File: src/rtl/pipe_stage_reg.sv
// Elastic pipeline stage: main + skid register with valid/ready handshake, flush and zeroed bubbles.
// Define PIPE_STATS_EN to add the stall/bubble statistics counters and their ports.
module pipe_stage_reg #(
  parameter int DATA_W = 112,
  parameter int CNT_W  = 16
) (
  input  logic              CLK,
  input  logic              nRST,
  input  logic              flush,
  input  logic              in_valid,
  output logic              in_ready,
  input  logic [DATA_W-1:0] in_data,
  output logic              out_valid,
  input  logic              out_ready,
  output logic [DATA_W-1:0] out_data,
`ifdef PIPE_STATS_EN
  input  logic              stat_clr,
  output logic [CNT_W-1:0]  stall_cnt,
  output logic [CNT_W-1:0]  bubble_cnt,
`endif
  output logic [1:0]        dbg_state
);

  // Handshake: a beat moves on a rising edge where valid & ready are both high;
  // ready never depends combinationally on valid, and flush overrides both sides.
  typedef enum logic [1:0] {
    ST_EMPTY = 2'd0,
    ST_ONE   = 2'd1,
    ST_TWO   = 2'd2
  } state_t;

  state_t            r_state;
  logic [DATA_W-1:0] r_main_q;
  logic [DATA_W-1:0] r_skid_q;
  logic              r_in_ready;
  logic              r_out_valid;

  logic w_accept;
  logic w_pop;

  assign w_accept = in_valid & r_in_ready;
  assign w_pop    = r_out_valid & out_ready;

  always_ff @(posedge CLK or negedge nRST) begin
    if (!nRST) begin
      r_state     <= ST_EMPTY;
      r_main_q    <= '0;
      r_skid_q    <= '0;
      r_in_ready  <= 1'b1;
      r_out_valid <= 1'b0;
    end else if (flush) begin
      r_state     <= ST_EMPTY;
      r_main_q    <= '0;
      r_skid_q    <= '0;
      r_in_ready  <= 1'b1;
      r_out_valid <= 1'b0;
    end else begin
      case (r_state)
        ST_EMPTY: begin
          if (w_accept) begin
            r_state     <= ST_ONE;
            r_main_q    <= in_data;
            r_in_ready  <= 1'b1;
            r_out_valid <= 1'b1;
          end
        end
        ST_ONE: begin
          if (w_accept && w_pop) begin
            r_main_q <= in_data;
          end else if (w_accept) begin
            // Downstream stalled: park the new beat behind the one on display.
            r_state     <= ST_TWO;
            r_skid_q    <= in_data;
            r_in_ready  <= 1'b0;
            r_out_valid <= 1'b1;
          end else if (w_pop) begin
            r_state     <= ST_EMPTY;
            r_main_q    <= '0;
            r_in_ready  <= 1'b1;
            r_out_valid <= 1'b0;
          end
        end
        ST_TWO: begin
          if (w_pop) begin
            r_state     <= ST_ONE;
            r_main_q    <= r_skid_q;
            r_skid_q    <= '0;
            r_in_ready  <= 1'b1;
            r_out_valid <= 1'b1;
          end
        end
        default: begin
          r_state     <= ST_EMPTY;
          r_main_q    <= '0;
          r_skid_q    <= '0;
          r_in_ready  <= 1'b1;
          r_out_valid <= 1'b0;
        end
      endcase
    end
  end

  assign in_ready  = r_in_ready;
  assign out_valid = r_out_valid;
  assign out_data  = r_main_q;
  assign dbg_state = r_state;

`ifdef PIPE_STATS_EN
  logic [CNT_W-1:0] r_stall_cnt;
  logic [CNT_W-1:0] r_bubble_cnt;

  // Counters stick at all-ones; stat_clr beats any increment in the same cycle.
  always_ff @(posedge CLK or negedge nRST) begin
    if (!nRST) begin
      r_stall_cnt  <= '0;
      r_bubble_cnt <= '0;
    end else if (stat_clr) begin
      r_stall_cnt  <= '0;
      r_bubble_cnt <= '0;
    end else begin
      if (r_out_valid && !out_ready && (r_stall_cnt != {CNT_W{1'b1}}))
        r_stall_cnt <= r_stall_cnt + 1'b1;
      if (!r_out_valid && (r_bubble_cnt != {CNT_W{1'b1}}))
        r_bubble_cnt <= r_bubble_cnt + 1'b1;
    end
  end

  assign stall_cnt  = r_stall_cnt;
  assign bubble_cnt = r_bubble_cnt;
`endif

endmodule

File: config.mk
export PLATFORM = sky130hd
export DESIGN_NAME = pipe_stage_reg
export DESIGN_NICKNAME = d
export VERILOG_FILES = /design/src/rtl/pipe_stage_reg.sv
export SDC_FILE = /design/constraint.sdc
export NUM_CORES = 1
export LEC_CHECK = 0
export CAP_MARGIN = 20
export CORE_MARGIN = 3
export CORE_UTILIZATION = 45
export CTS_CLUSTER_DIAMETER = 60
export DETAILED_ROUTE_END_ITERATION = 12
export PLACE_DENSITY = 0.78
export SYNTH_ARGS = -nofsm -noshare
export SYNTH_HDL_FRONTEND = slang
export SYNTH_SLANG_ARGS = --single-unit
File: constraint.sdc
create_clock -name CLK -period 3.05 [get_ports CLK]
set_input_delay 0.915 -clock CLK [delete_from_list [all_inputs] [get_ports CLK]]
set_output_delay 0.915 -clock CLK [all_outputs]
set_load 0.005 [all_outputs]
==> Word level (Yosys, flattened, before mapping) <==
Index checks and enable logic that the tools add are counted.
{ "word_totals": {"regBits": 228, "output_inout_bits": 116, "input_bits": 117} }
{ "classes": {"reduce_logical": 6, "n_eq_ne": 10, "bitwise": 2, "n_mux": 29} }
{ "op_table": {"columns": ["cell", "n"], "rows": [
  ["112-bit 2-to-1 mux", 8],
  ["112-bit one-hot mux with 3 select lines", 2],
  ["2-bit 2-to-1 mux", 6],
  ["3-bit != test (second input constant)", 4],
  ["4-bit != test (second input constant)", 3],
  ["4-bit AND reduction", 3],
  ["1-bit 2-to-1 mux", 10],
  ["1-bit one-hot mux with 3 select lines", 2],
  ["2-bit one-hot mux with 3 select lines", 1],
  ["1-bit AND", 2],
  ["2-bit by 1-bit == test with 1-bit output (second input constant)", 1],
  ["2-bit == test (second input constant)", 1],
  ["2-bit zero test", 1],
  ["2-bit != test (second input constant)", 1],
  ["2-bit AND reduction", 1],
  ["1-bit logical AND", 1]
]} }

==> Logic depth before layout (Yosys ltp) <==
Gate-level depths: netlist of run 1.
{ "logic_depth": {"depth_word": 6, "mapped_depth": 9, "mapped_depth_nobuf": 6} }

==> Least setup slack after synthesis of run 1 <==
Ideal clock, no wire load.
{ "synth_timing": {"kind": "input to register", "startpoint": "input out_ready", "endpoint": "register r_main_q[100] (netlist: out_data[100])", "stages": 6, "arrival_ns": 1.964, "setup_slack_ns": 1.008, "setup_ns": 0.078, "path_cell_list": "and2_1 -> a2bb2oi_1 -> nor2_1 -> buf_2 -> clkbuf_1 -> o2bb2ai_1"} }
{ "synth_via": {"elab_chain_cells": 5, "word_cells_on_any_way": 9} }
{ "synth_rtl": {"columns": ["item", "line", "source"], "rows": [
  ["start: declaration", "14", "input logic out_ready,"],
  ["1-bit AND (*)", "42", "assign w_pop = r_out_valid & out_ready;"],
  ["1-bit logical AND", "68", "if (w_accept && w_pop) begin"],
  ["112-bit 2-to-1 mux", "68", null],
  ["112-bit one-hot mux with 3 select lines", "58", "case (r_state)"],
  ["112-bit 2-to-1 mux", "51", "end else if (flush) begin"],
  ["end signal: assignment", "62", "r_main_q <= in_data;"],
  ["end signal: assignment", "69", "r_main_q <= in_data;"],
  ["end signal: assignment", "86", "r_main_q <= r_skid_q;"],
  ["end: declaration", "33", "logic [DATA_W-1:0] r_main_q;"]
]} }
Mark *: on every way between the ends. The rest lies on a longest branch, timed or not.
A chain may end at the register's enable or synchronous reset.

==> Worst setup path in the final report of run 1 <==
{ "layout_timing": {"startpoint": "register r_in_ready (netlist: in_ready)", "endpoint": "output in_ready"} }
{ "layout_lines": {"columns": ["item", "line", "source"], "rows": [
  ["start: declaration", "35", "logic r_in_ready;"],
  ["start signal: assignment", "49", "r_in_ready <= 1'b1;"],
  ["start signal: assignment", "55", "r_in_ready <= 1'b1;"],
  ["start signal: assignment", "63", "r_in_ready <= 1'b1;"],
  ["end: declaration", "11", "output logic in_ready,"]
]} }
No word-level cell between the ends.

==> run metrics, run 1 <==
status=completed; H-Tree Depth=1; Max FO, Critical Path=7; Port-buffer cells=between 200 and 250; Main synth FF type=dfrtp_1; power share of the combinational group=38.0%; crit-path max cell delay=0.62 ns; Synth top cells by count=227 x dfrtp_1, 119 x a21oi_1, 116 x o21ai_0; top-count cell post-synth=dfrtp_1; DR vias=9,199; setup slack, reg-to-reg=0.64 ns; PwrDens=830 mW/mm^2; slew margin rel.=56.9%; vias per cell=6.52; Net Count, Synth=approximately 1,100; WP data required=2.13 ns; Final GP Congestion=~0.76; placement row count=54; Clock Root Buffer=clkbuf_16; Fill cells=around 1,700; Die Y=around 160 um; routed wl met2=14,600 um; first-pass GRT wire length=between 50,000 and 60,000 um; Hold Buf Count CTS=0; Synth cell types=27; async set or reset register ratio after synthesis=100%; Period minus WS final=about 2.6 ns; Seq cells post-synth=228; critical path depth=1; CTS tree=done; 1st-pass router iterations=7; # setup viols final=0; Fin Setup TNS=0 ns; Placed Cells incl. Taps=1,368; critical path class=reg -> out; initial antenna violation count=1; sequential area share after synthesis=56.4%; Worst Path Arrival=approximately 1.7 ns; total grt overflow=0; Skew-Pair Late Insertion Delay=~0.50 ns; drt wl/cell=about 22 um; leakage power=0.00544 uW; cts bufs inserted=24; vias in the first global route=9,375; pin count of the biggest net entering global routing=113; synthesized instance count=952; fin util=62.0%; maxcap violations=0; Slew Viols, Final=0; top layer reached by signal wires=met5; Fmax achieved=just under 400 MHz; post-cts resize count=0; Worst Setup End Kind=output port; Core ar.=0.0220 sq mm; final period utilization=84.8%; clock power share=27.4%; die area=0.0243 sq mm; GRT Total Usage=between 20% and 30%; share of the synthesized area in the top cell type=56.1%; P_int=approximately 7200 uW; Post-synth EDFFs=0; Final Net Count=roughly 1,200; worst setup margin=around 0.46 ns; non-filler cells, final=between 1,000 and 1,500; WL final=31,200 um; Worst-Margin Slew=approximately 0.65 ns; final hold viol count=0; Setup WS pre-CTS=0.311 ns; Post-CTS Setup Bufs=0; Worst Hold Class=in -> async; FF-to-FF path depth=8; sw frac=36.1%; share of layout cells above drive strength 1=approximately 7%; DP HPWL=17,800 um; Die X=156 um; met3 wire len=2300 um; Post-route DRC=0; Top delay family on crit path=flip-flops; TritonCTS Sinks=228; peak supply drop=0.603 mV; critical path launch point type=flop; CP max stage cell=dfstp_2; critical path cell sequence=clkdlybuf4s50_1; P_sw=4080 uW; Initial Util=46.1%; post-route ant nets=0; RSZ-0062 raised after global routing=false; Area contributors post-synth=dfrtp_1 56%, o2bb2ai_1 9.7%, a22oi_1 8.3%, nand4_1 7.0%, a21oi_1 5.9%; detailed-routing wirelength on met1=roughly 14,000 um; post-synth top area cell=dfrtp_1; Mapped Avg Cell Area=roughly 11 sq um; clk buf depth=3; CP bufs+invs=1; antenna cells=0; I/O pins=233; clk slew on worst S/H paths=0.06 ns; Clock Skew=between 0.004 and 0.005 ns; Synth warnings=0; initial DRC count=between 1,000 and 1,500; Layout area overhead=34.6%; sequential share of power=34.6%; Synth Cell Area=slightly above 0.01 sq mm
-- power groups by stage --
stage          Combinational (uW)  Clock, uW  Sequential (uW)
2_1_floorplan                2060          0             3910
3_3_place_gp                 4240          0             3950
3_5_place_dp                 4280          0             3940
4_1_cts                      4300       3160             3910
5_1_grt                      4630       3290             3970
6_report                     4290       3100             3910
-- cells by family after synthesis --
| family | count (synthesis) | share of synthesized area, % |
|---|---|---|
| adders and majority gates | 4 | 0.494 |
| AOI/OAI and AO/OA | 467 | 30.3 |
| and+or+nand+nor | 126 | 7.60 |
| buffers and inverters | 127 | 5.19 |
| DFF | 228 | 56.4 |
-- through the flow --
step	total power, uW	area [sq um]	hold slack [ns]
2_1_floorplan	5970	10100	0.479
3_3_place_gp	8190	12800	0.471
3_5_place_dp	8220	12800	0.473
4_1_cts	11400	13600	0.414
5_1_grt	11900	13600	0.431
6_report	11300	13600	0.392
-- area by class of cell --
type	instances	area, sq um	area share, %
flip-flops and latches	228	5710	41.9
multi-input cells	597	3970	29.1
repair buffers	260	2750	20.2
clock buffers	34	689	5.06
well taps	280	350	2.57
clock inverters	9	148	1.08
inverters	3	11.3	0.0827
-- registers in the layout, summed over array words and instances, names as in the netlist --
name / cells
dbg_state: 2
in_ready: 1
out_data: 112
out_valid: 1
r_skid_q: 112
-- layer usage --
layer  GRT usage [%]  vias up
li1                -     4051
met2            39.7      468
met4            7.19        2
met3            4.24       56
met5               0        -
met1            36.1     4622
-- path summary, 6_finish.rpt --
check,startpoint,endpoint
hold reg to reg,out_data[14],out_data[14]
hold / removal,nRST,out_data[19]
setup reg to reg,dbg_state[0],out_data[99]
max in group asynchronous,nRST,r_skid_q[96]
min in group CLK,out_data[14],out_data[14]
setup / recovery,in_ready,in_ready
-- layout by cell type (no fill, tap or decap), drive strengths merged --
cell	instances
clkdlybuf4s50	230
dfrtp	227
a21oi	119
o21ai	116
nand4	113
a22oi	112
o2bb2ai	112
clkbuf	34
buf	30
nor2	5
bufinv	4
clkinv	4
ha	4
inv	3
nand2	3
a22o	2
nor3b	1
o31a	1
nand3	1
or4	1
a2111o	1
and2	1
a2bb2oi	1
o21bai	1
or3	1
a31oi	1
a21o	1
clkinvlp	1
dfstp	1
Note: power is estimated with default switching activity, not from simulation.
==> inputs of run 2 (changes only) <==
Settings changed: PLACE_DENSITY 0.78 to 0.81.
Clock period 3.05 ns to 2.3 ns, I/O delays scaled along.
==> run 2 against run 1 <==
Net effect:
- die area did not move
- largest power group unchanged
- critical path depth stayed put
- wire length increased by 1.1%
- clock skew up 0.0030 ns
- combinational power is 42% higher
==> run metrics, run 2 (synthesis results as in run 1) <==
WL final=31,600 um; Final Net Count=1,252; Hold Buf Count CTS=0; Worst Hold Class=in -> async; clock power share=25.1%; vias per cell=6.58; Post-route DRC=0; Die Y=156 um; Top delay family on crit path=buffers and inverters; most common cell after layout, fill and taps aside=clkdlybuf4s50_1; drt wl/cell=22.1 um; most frequent cells in the layout=229 x clkdlybuf4s50_1, 225 x dfrtp_1, 118 x a21oi_1; Core ar.=around 0.022 sq mm; vias in the first global route=9,171; leakage power=0.00552 uW; DR vias=9,389; TritonCTS Sinks=around 230; WP data required=1.61 ns; Worst Path Arrival=1.53 ns; clk buf depth=3; P_sw=around 5500 uW; Setup WS pre-CTS=-0.136 ns; Skew-Pair Late Insertion Delay=0.51 ns; P_int=~9600 uW; share of layout cells above drive strength 1=7.93%; die area=0.0243 sq mm; H-Tree Depth=1; sequential share of power=34.5%; RSZ-0062 raised after global routing=false; initial antenna violation count=1; Worst Setup End Kind=output port; Period minus WS final=2.22 ns; Final Instance Area=0.0138 sq mm; peak supply drop=0.599 mV; non-filler cells, final=1,427; Placed Area=0.0130 sq mm; maxcap violations=0; Final GP Congestion=0.790; status=completed; clk slew on worst S/H paths=0.06 ns; Initial Util=46.1%; PwrDens=1090 mW/mm^2; worst setup margin=0.0778 ns; first-pass GRT wire length=between 50,000 and 60,000 um; post-route ant nets=0; CP max stage cell=clkdlybuf4s50_1; DP HPWL=between 15,000 and 20,000 um; I/O pins=roughly 230; final period utilization=a little over nine tenths; CTS tree=done; critical path cell sequence=clkdlybuf4s50_1; Fmax achieved=450 MHz; total chip power=15,000 uW; total grt overflow=0; pin count of the biggest net entering global routing=92; Die X=156 um; crit-path max cell delay=roughly 0.58 ns; Clock Skew=0.00790 ns; GRT Total Usage=25.1%; Max FO, Critical Path=6; power share of the combinational group=between 40% and 50%; # setup viols final=0; cts bufs inserted=25; Layout area overhead=36.0%; 1st-pass router iterations=5; fin util=62.7%; Slew Viols, Final=0; antenna cells=0; critical path launch point type=flop; initial DRC count=between 900 and 1,000; Placed Cells incl. Taps=approximately 1,400; critical path class=reg -> out; final hold viol count=0; CP bufs+invs=1; Port-buffer cells=232; Clock Root Buffer=clkbuf_16; Worst-Margin Slew=0.696 ns; placement row count=54; slew margin rel.=53.6%; sw frac=between 30% and 40%
## run 2: cell types whose count changed in the layout (fill, tap and decap cells not counted), sizes merged
cell           delta
clkbuf            +4
bufinv            -3
dlymetal6s2s      +1
buf              +16
inv               +1
clkinvlp          -1
clkdlybuf4s50     -1
clkinv            -1
## run 2: path summary, 6_finish.rpt
check / from / endpoint / slack, ns / depth (start not counted)
max in group asynchronous: nRST / r_skid_q[102] / 1.53 / 2
hold reg to reg: out_data[96] / out_data[96] / 0.49 / 1
setup reg to reg: dbg_state[0] / out_data[29] / 0.30 / 6
hold / removal: nRST / out_data[15] / 0.04 / 1
min in group CLK: out_data[96] / out_data[96] / 0.49 / 1
setup / recovery: out_valid / out_valid / 0.08 / 1
## run 2: metal layers
layer / track usage [%] / part of all wire [%]
met5: 0 / 0.038
met4: 6.27 / 2.2
met3: 5.21 / 9.1
met2: 38.0 / 46
met1: 37.0 / 42
## run 2: metrics by stage
stage	TNS [ns]	hold slack (ns)
5_1_grt	0	0.0390
3_3_place_gp	-5.43	0.469
6_report	0	0.0421
2_1_floorplan	0	0.394
4_1_cts	0	0.0348
3_5_place_dp	-14.08	0.473
## run 2: power groups by stage
stage               sequential (uW)  clock [uW]  combinational, uW
floorplan                      5180           0               2740
global placement               5230           0               5950
detailed placement             5220           0               6010
CTS                            5180        3830               6050
global route                   5270        4010               6480
finish                         5190        3780               6090
## run 2: layout make-up
class / count / area [sq um]
well taps: 280 / 350
repair buffers: 276 / 2970
multi-input cells: 597 / 3970
clock buffers: 38 / 704
inverters: 3 / 11.3
flip-flops and latches: 228 / 5710
fillers: 1687 / 8190
clock inverters: 5 / 53.8
## run 2: timing repair
action | CTS | global route
setup endpoints to repair | 2 | 2
buffers inserted | 1 | 0
gates resized for setup | 1 | 2
==> edit 1 (settings of run 2) <==
Add a define of `PIPE_STATS_EN`.
--- a/src/rtl/pipe_stage_reg.sv
+++ b/src/rtl/pipe_stage_reg.sv
@@ -1,5 +1,7 @@
 // Elastic pipeline stage: main + skid register with valid/ready handshake, flush and zeroed bubbles.
 // Define PIPE_STATS_EN to add the stall/bubble statistics counters and their ports.
+`define PIPE_STATS_EN
+
 module pipe_stage_reg #(
   parameter int DATA_W = 112,
   parameter int CNT_W  = 16
Ports: changed (added bubble_cnt, stall_cnt and stat_clr); port bits go from 233 to 266. No check against the original RTL was run, so the function may have changed too.
==> edit 1 against run 2 <==
Routed wire length grew 6.8%; utilization grew 1.3 points; sequential cell count grew 32; critical path depth is the same; synthesized cell count grew 16%; via count grew 4.7%; die area grew 17%; sequential power grew 23%; final area grew 19%; power grew 17%; synthesized area grew 18%; worst hold slack gained 0.036 ns; worst setup slack lost 0.013 ns; critical path type unchanged.
==> edit 1: results (changes against run 2) <==
most frequent cells after synthesis=259 x dfrtp_1, 129 x nand2_1, 119 x inv_1; top_reg_cell synth=dfrtp_1; post-synthesis sequential area ratio=54.7% (-1.7 points); Most Used Layer, Global Route=met2; Final nets=1493 (+19%); Yosys warning count=0 (unchanged); initial antenna violation count=1 (unchanged); Arr. time, crit path=1.54 ns; Final GP Congestion=0.845 (+7.0%); Crit-path slowest cell=clkdlybuf4s50_1; met2 usage=38.7% (+0.71 points); Syn Inst Count=1101 (+16%); clock tree buffer depth=3 (unchanged); FFs w/ async S/R, synth=100% (unchanged); Root Driver=clkbuf_16; met3 usage=4.86% (-0.36 points); Netlist cell types=51 (+89%); Detailed Route WL=33.7 mm (+6.8%); clk_skew=0.0152 ns (+0.00726 ns); cells taking the most area after synthesis=dfrtp_1 54%, mux2i_1 9.8%, o2bb2ai_1 8.2%; largest net degree at the start of global routing=61 (-34%); Worst path max stage delay=0.59 ns; Rel. slew slack=64.8% (+11 points); Post-Place Cell Area=0.0154 sq mm (+18%); Final HPWL DP=22.4 mm (+20%); via count=9827 (+4.7%); Placed Cells=1667 (+21%); cts bufs inserted=29 (+16%); Pre-Repair DR Iteration Count=5 (unchanged); CTS clk-pin slew, worst paths=0.07 ns; pre-CTS setup slack=-0.210 ns (-0.0747 ns); H-tree depth reported by CTS=1 (unchanged); worst skew pair latency=0.54 ns (+0.03 ns); via/cell ratio=5.71 (-13%); Lkg Pwr=7.19 nW (+30%); family with the most delay on the worst path=buffers and inverters; status=finished, final reports clean; DR iter-0 viols=925 (-5.6%); CTS Hold Buffers Added=0 (unchanged); Global Route met1 Usage=31.2% (-5.8 points); # port buffers=265 (+14%); Crit Path Max Fanout=5 (-1); GR Util All Layers=23.3% (-1.8 points); vias in the first global route=10297 (+12%); share of layout cells above drive strength 1=10.1% (+2.2 points); syn nets=1225 (+14%); first-pass GRT wire length=54.9 mm (+8.9%); Worst IR Drop VDD=0.615 mV (+2.5%)
==> edit 1: kinds of logic after synthesis <==
| group | count (synthesis) | share of synthesized area [%] |
|---|---|---|
| compound gates | 280 | 18.3 |
| buf+inv | 204 | 6.84 |
| fa+ha+maj | 6 | 0.631 |
| xor+xnor | 2 | 0.147 |
| flops | 260 | 54.7 |
| simple gates | 225 | 8.93 |
| mux | 124 | 10.5 |
==> edit 1: repair_timing <==
item / CTS / global route
pin swaps: 0 / 0
buffers inserted: 0 / 1
gates resized for setup: 5 / 9
setup endpoints to repair: 5 / 10
gates cloned: 0 / 0
==> edit 1: power by group <==
part           switching [mW]  total [mW]  internal, mW  leakage (nW)
sequential              0.744        6.38          5.64          3.52
combinational            3.12        6.20          3.07          3.19
clock                    1.98        4.98          3.00         0.483
total                    5.84        17.6          11.7          7.19
==> edit 1: cell type report <==
class                           instances  area [sq um]
Clock buffer                           35           778
Clock inverter                         18           256
Fill cell                            1967          9210
Inverter                              119           447
Multi-Input combinational cell        637          4630
Sequential cell                       260          6520
Tap cell                              330           413
Timing Repair Buffer                  322          3360
==> edit 1: metal layers <==
layer	wire length [microns]	share of wire, %
met2	16400	49
met3	2360	7.0
met5	13	0.039
met4	820	2.4
met1	14100	42
==> edit 1: final timing paths <==
kind / from / end / slack (ns) / depth (start not counted)
worst min-delay path: nRST / stall_cnt[14] / 0.08 / 1
worst min register to register: out_data[54] / out_data[54] / 0.49 / 1
max in group asynchronous: nRST / r_skid_q[83] / 1.54 / 2
worst max register to register: stall_cnt[0] / stall_cnt[12] / 0.26 / 5
worst max-delay path: dbg_state[0] / dbg_state[0] / 0.07 / 1
min in group CLK: out_data[54] / out_data[54] / 0.49 / 1
==> edit 2 (settings of run 2) <==
Made on the original files. Register the output `dbg_state` once more, cleared by the reset; this adds one clock of latency there. The other outputs are not delayed to match.
--- a/src/rtl/pipe_stage_reg.sv
+++ b/src/rtl/pipe_stage_reg.sv
@@ -103,7 +103,13 @@
   assign in_ready  = r_in_ready;
   assign out_valid = r_out_valid;
   assign out_data  = r_main_q;
-  assign dbg_state = r_state;
+  always_ff @(posedge CLK or negedge nRST) begin
+    if (!nRST) begin
+      dbg_state <= '0;
+    end else begin
+      dbg_state <= r_state;
+    end
+  end
 
 `ifdef PIPE_STATS_EN
   logic [CNT_W-1:0] r_stall_cnt;
Formal check against the unedited RTL: not equivalent (a bounded check fails within 4 cycles, from zero or initial values and one cycle with nRST low).
==> edit 2 against run 2 <==
Synthesized area is 0.67% lower; fmax shrank 1.6%; sequential cell count grew 2; clock skew grew 0.0035 ns; routed wire length shrank 5.4%; count of clock-buffer cells in the layout did not move; power decreased by 10%; critical endpoint is now in_ready; final area fell by 0.45%; critical path type unchanged; via count shrank 1.4%; worst setup slack got worse by 0.037 ns.
==> edit 2: results (changes against run 2) <==
status=finished, final reports clean; syn nets=1178 (+9.8%); # port buffers=232 (unchanged); largest net degree at the start of global routing=113 (+23%); Placed Cells=1498 (+8.3%); Arr. time, crit path=1.57 ns (+0.04 ns); wire length on met1=12.5 mm (-6.5%); FFs w/ async S/R, synth=100% (unchanged); met3 WL=2.57 mm (-11%); Netlist cell types=35 (+30%); clk_skew=0.0114 ns (+0.00349 ns); Syn Inst Count=1057 (+11%); Hold Path Class=input pin to async pin; GR Util All Layers=24.2% (-0.84 points); cells taking the most area after synthesis=dfrtp_1 57%, a22oi_1 8.4%, nand2_1 8.4%; Root Driver=clkbuf_16; Crit Path Max Fanout=2 (-4); Lkg Pwr=5.99 nW (+8.5%); Worst-Margin Slew=0.583 ns (-0.113 ns); Worst IR Drop VDD=0.627 mV (+4.6%); R2R Setup Slk=0.22 ns (-0.08 ns); Reg2Reg Depth=7 (+1); met2 wire len=14.2 mm (-3.1%); initial antenna violation count=1 (unchanged); Final nets=1367 (+9.2%); Critical Path Source=in_ready; Final HPWL DP=18.6 mm (-0.75%); max layer used=met5; Worst path max stage delay=0.54 ns (-0.04 ns); clock tree buffer depth=3 (unchanged); per-cell routed wire length=19.4 microns (-12%); Crit-path slowest cell=clkdlybuf4s50_1; post-synthesis sequential area ratio=57.2% (+0.88 points); ANT cells=0 (unchanged); worst skew pair latency=0.51 ns (about the same); H-tree depth reported by CTS=1 (unchanged); reg2reg end=r_skid_q[21]; share of layout cells above drive strength 1=7.22% (-0.72 points); family with the most delay on the worst path=buffers and inverters; Reg2Reg Launch Point=r_state[0]; most frequent cells after synthesis=229 x dfrtp_1, 226 x nand2_1, 113 x a21oi_1, 113 x a22oi_1, 113 x nand4_1; DR iter-0 viols=819 (-16%); via count=9260 (-1.4%); CTS clk-pin slew, worst paths=0.06 ns (about the same); via/cell ratio=6.01 (-8.7%); Pre-Repair DR Iteration Count=5 (unchanged); vias in the first global route=9188 (+0.19%); Final GP Congestion=0.857 (+8.5%); critical path endpoint=in_ready; post_cts resized=0 (-1); first-pass GRT wire length=48.7 mm (-3.3%); cts bufs inserted=25 (unchanged); Yosys warning count=0 (unchanged)
[edit 2: cell count changes after synthesis, moves of 6 or more]
cell,before,now
buf_2,36,43
o2bb2ai_1,112,1
nand2_1,3,226
o21ai_0,116,45
o21ai_1,0,69
a21oi_1,119,113
clkbuf_1,84,64
[edit 2: worst min-delay path by stage]
stage | slack [ns] | depth (start not counted) | end
final | 0.11 | 1 | out_data[98]
after global placement | 0.45 | 2 | out_data[55]
after detailed placement | 0.46 | 2 | out_data[85]
after CTS | 0.12 | 1 | out_data[98]
after global routing | 0.14 | 1 | out_data[98]
after floorplan | 0.39 | 0 | dbg_state[0]
[edit 2: per-layer routing]
layer / track usage, % / vias to the layer above
li1: - / 4191
met5: 0 / -
met4: 6.34 / 2
met3: 4.39 / 56
met2: 38.3 / 490
met1: 34.8 / 4521
[edit 2: timing repair]
item                       CTS  global route
buffers inserted             1             0
setup endpoints to repair    1             0
hold endpoints to repair     0             0
[edit 2: report_power, final]
part	internal (mW)	switching, mW	total [mW]	leakage [nW]
sequential	4.64	0.364	5.00	3.16
clock	2.26	1.54	3.80	0.380
combinational	1.99	2.69	4.69	2.45
[edit 2: cell type report]
class                   instances  area (sq um)
flip-flops and latches        230          5760
inverters                       5          18.8
well taps                     280           350
clock inverters                 4          48.8
multi-input cells             709          3850
repair buffers                275          2960
fillers                      1720          8180
clock buffers                  38           724
[edit 2: metrics by stage]
| stage | setup WS, ns | cell area [sq um] | power [mW] | util [%] | TNS (ns) |
|---|---|---|---|---|---|
| after floorplan | 0.387 | 10100 | 7.13 | - | 0 |
| after global placement | -0.0605 | 12900 | 9.61 | 59.1 | -3.25 |
| after detailed placement | -0.149 | 12900 | 9.70 | 59.1 | -13.07 |
| after CTS | 0.0252 | 13700 | 13.6 | 62.6 | 0 |
| after global routing | 0.00575 | 13700 | 14.2 | 62.6 | 0 |
| final | 0.0406 | 13700 | 13.5 | 62.6 | 0 |
[edit 2: cell families (layout without fill, tap and decap cells)]
family          Yosys count  in the layout  synth area share, %
simple gates            353            353                 16.4
fa+ha+maj                 4              4                0.498
compound gates          352            352                 20.8
flops                   230            230                 57.2
buf+inv                 118            322                 4.99
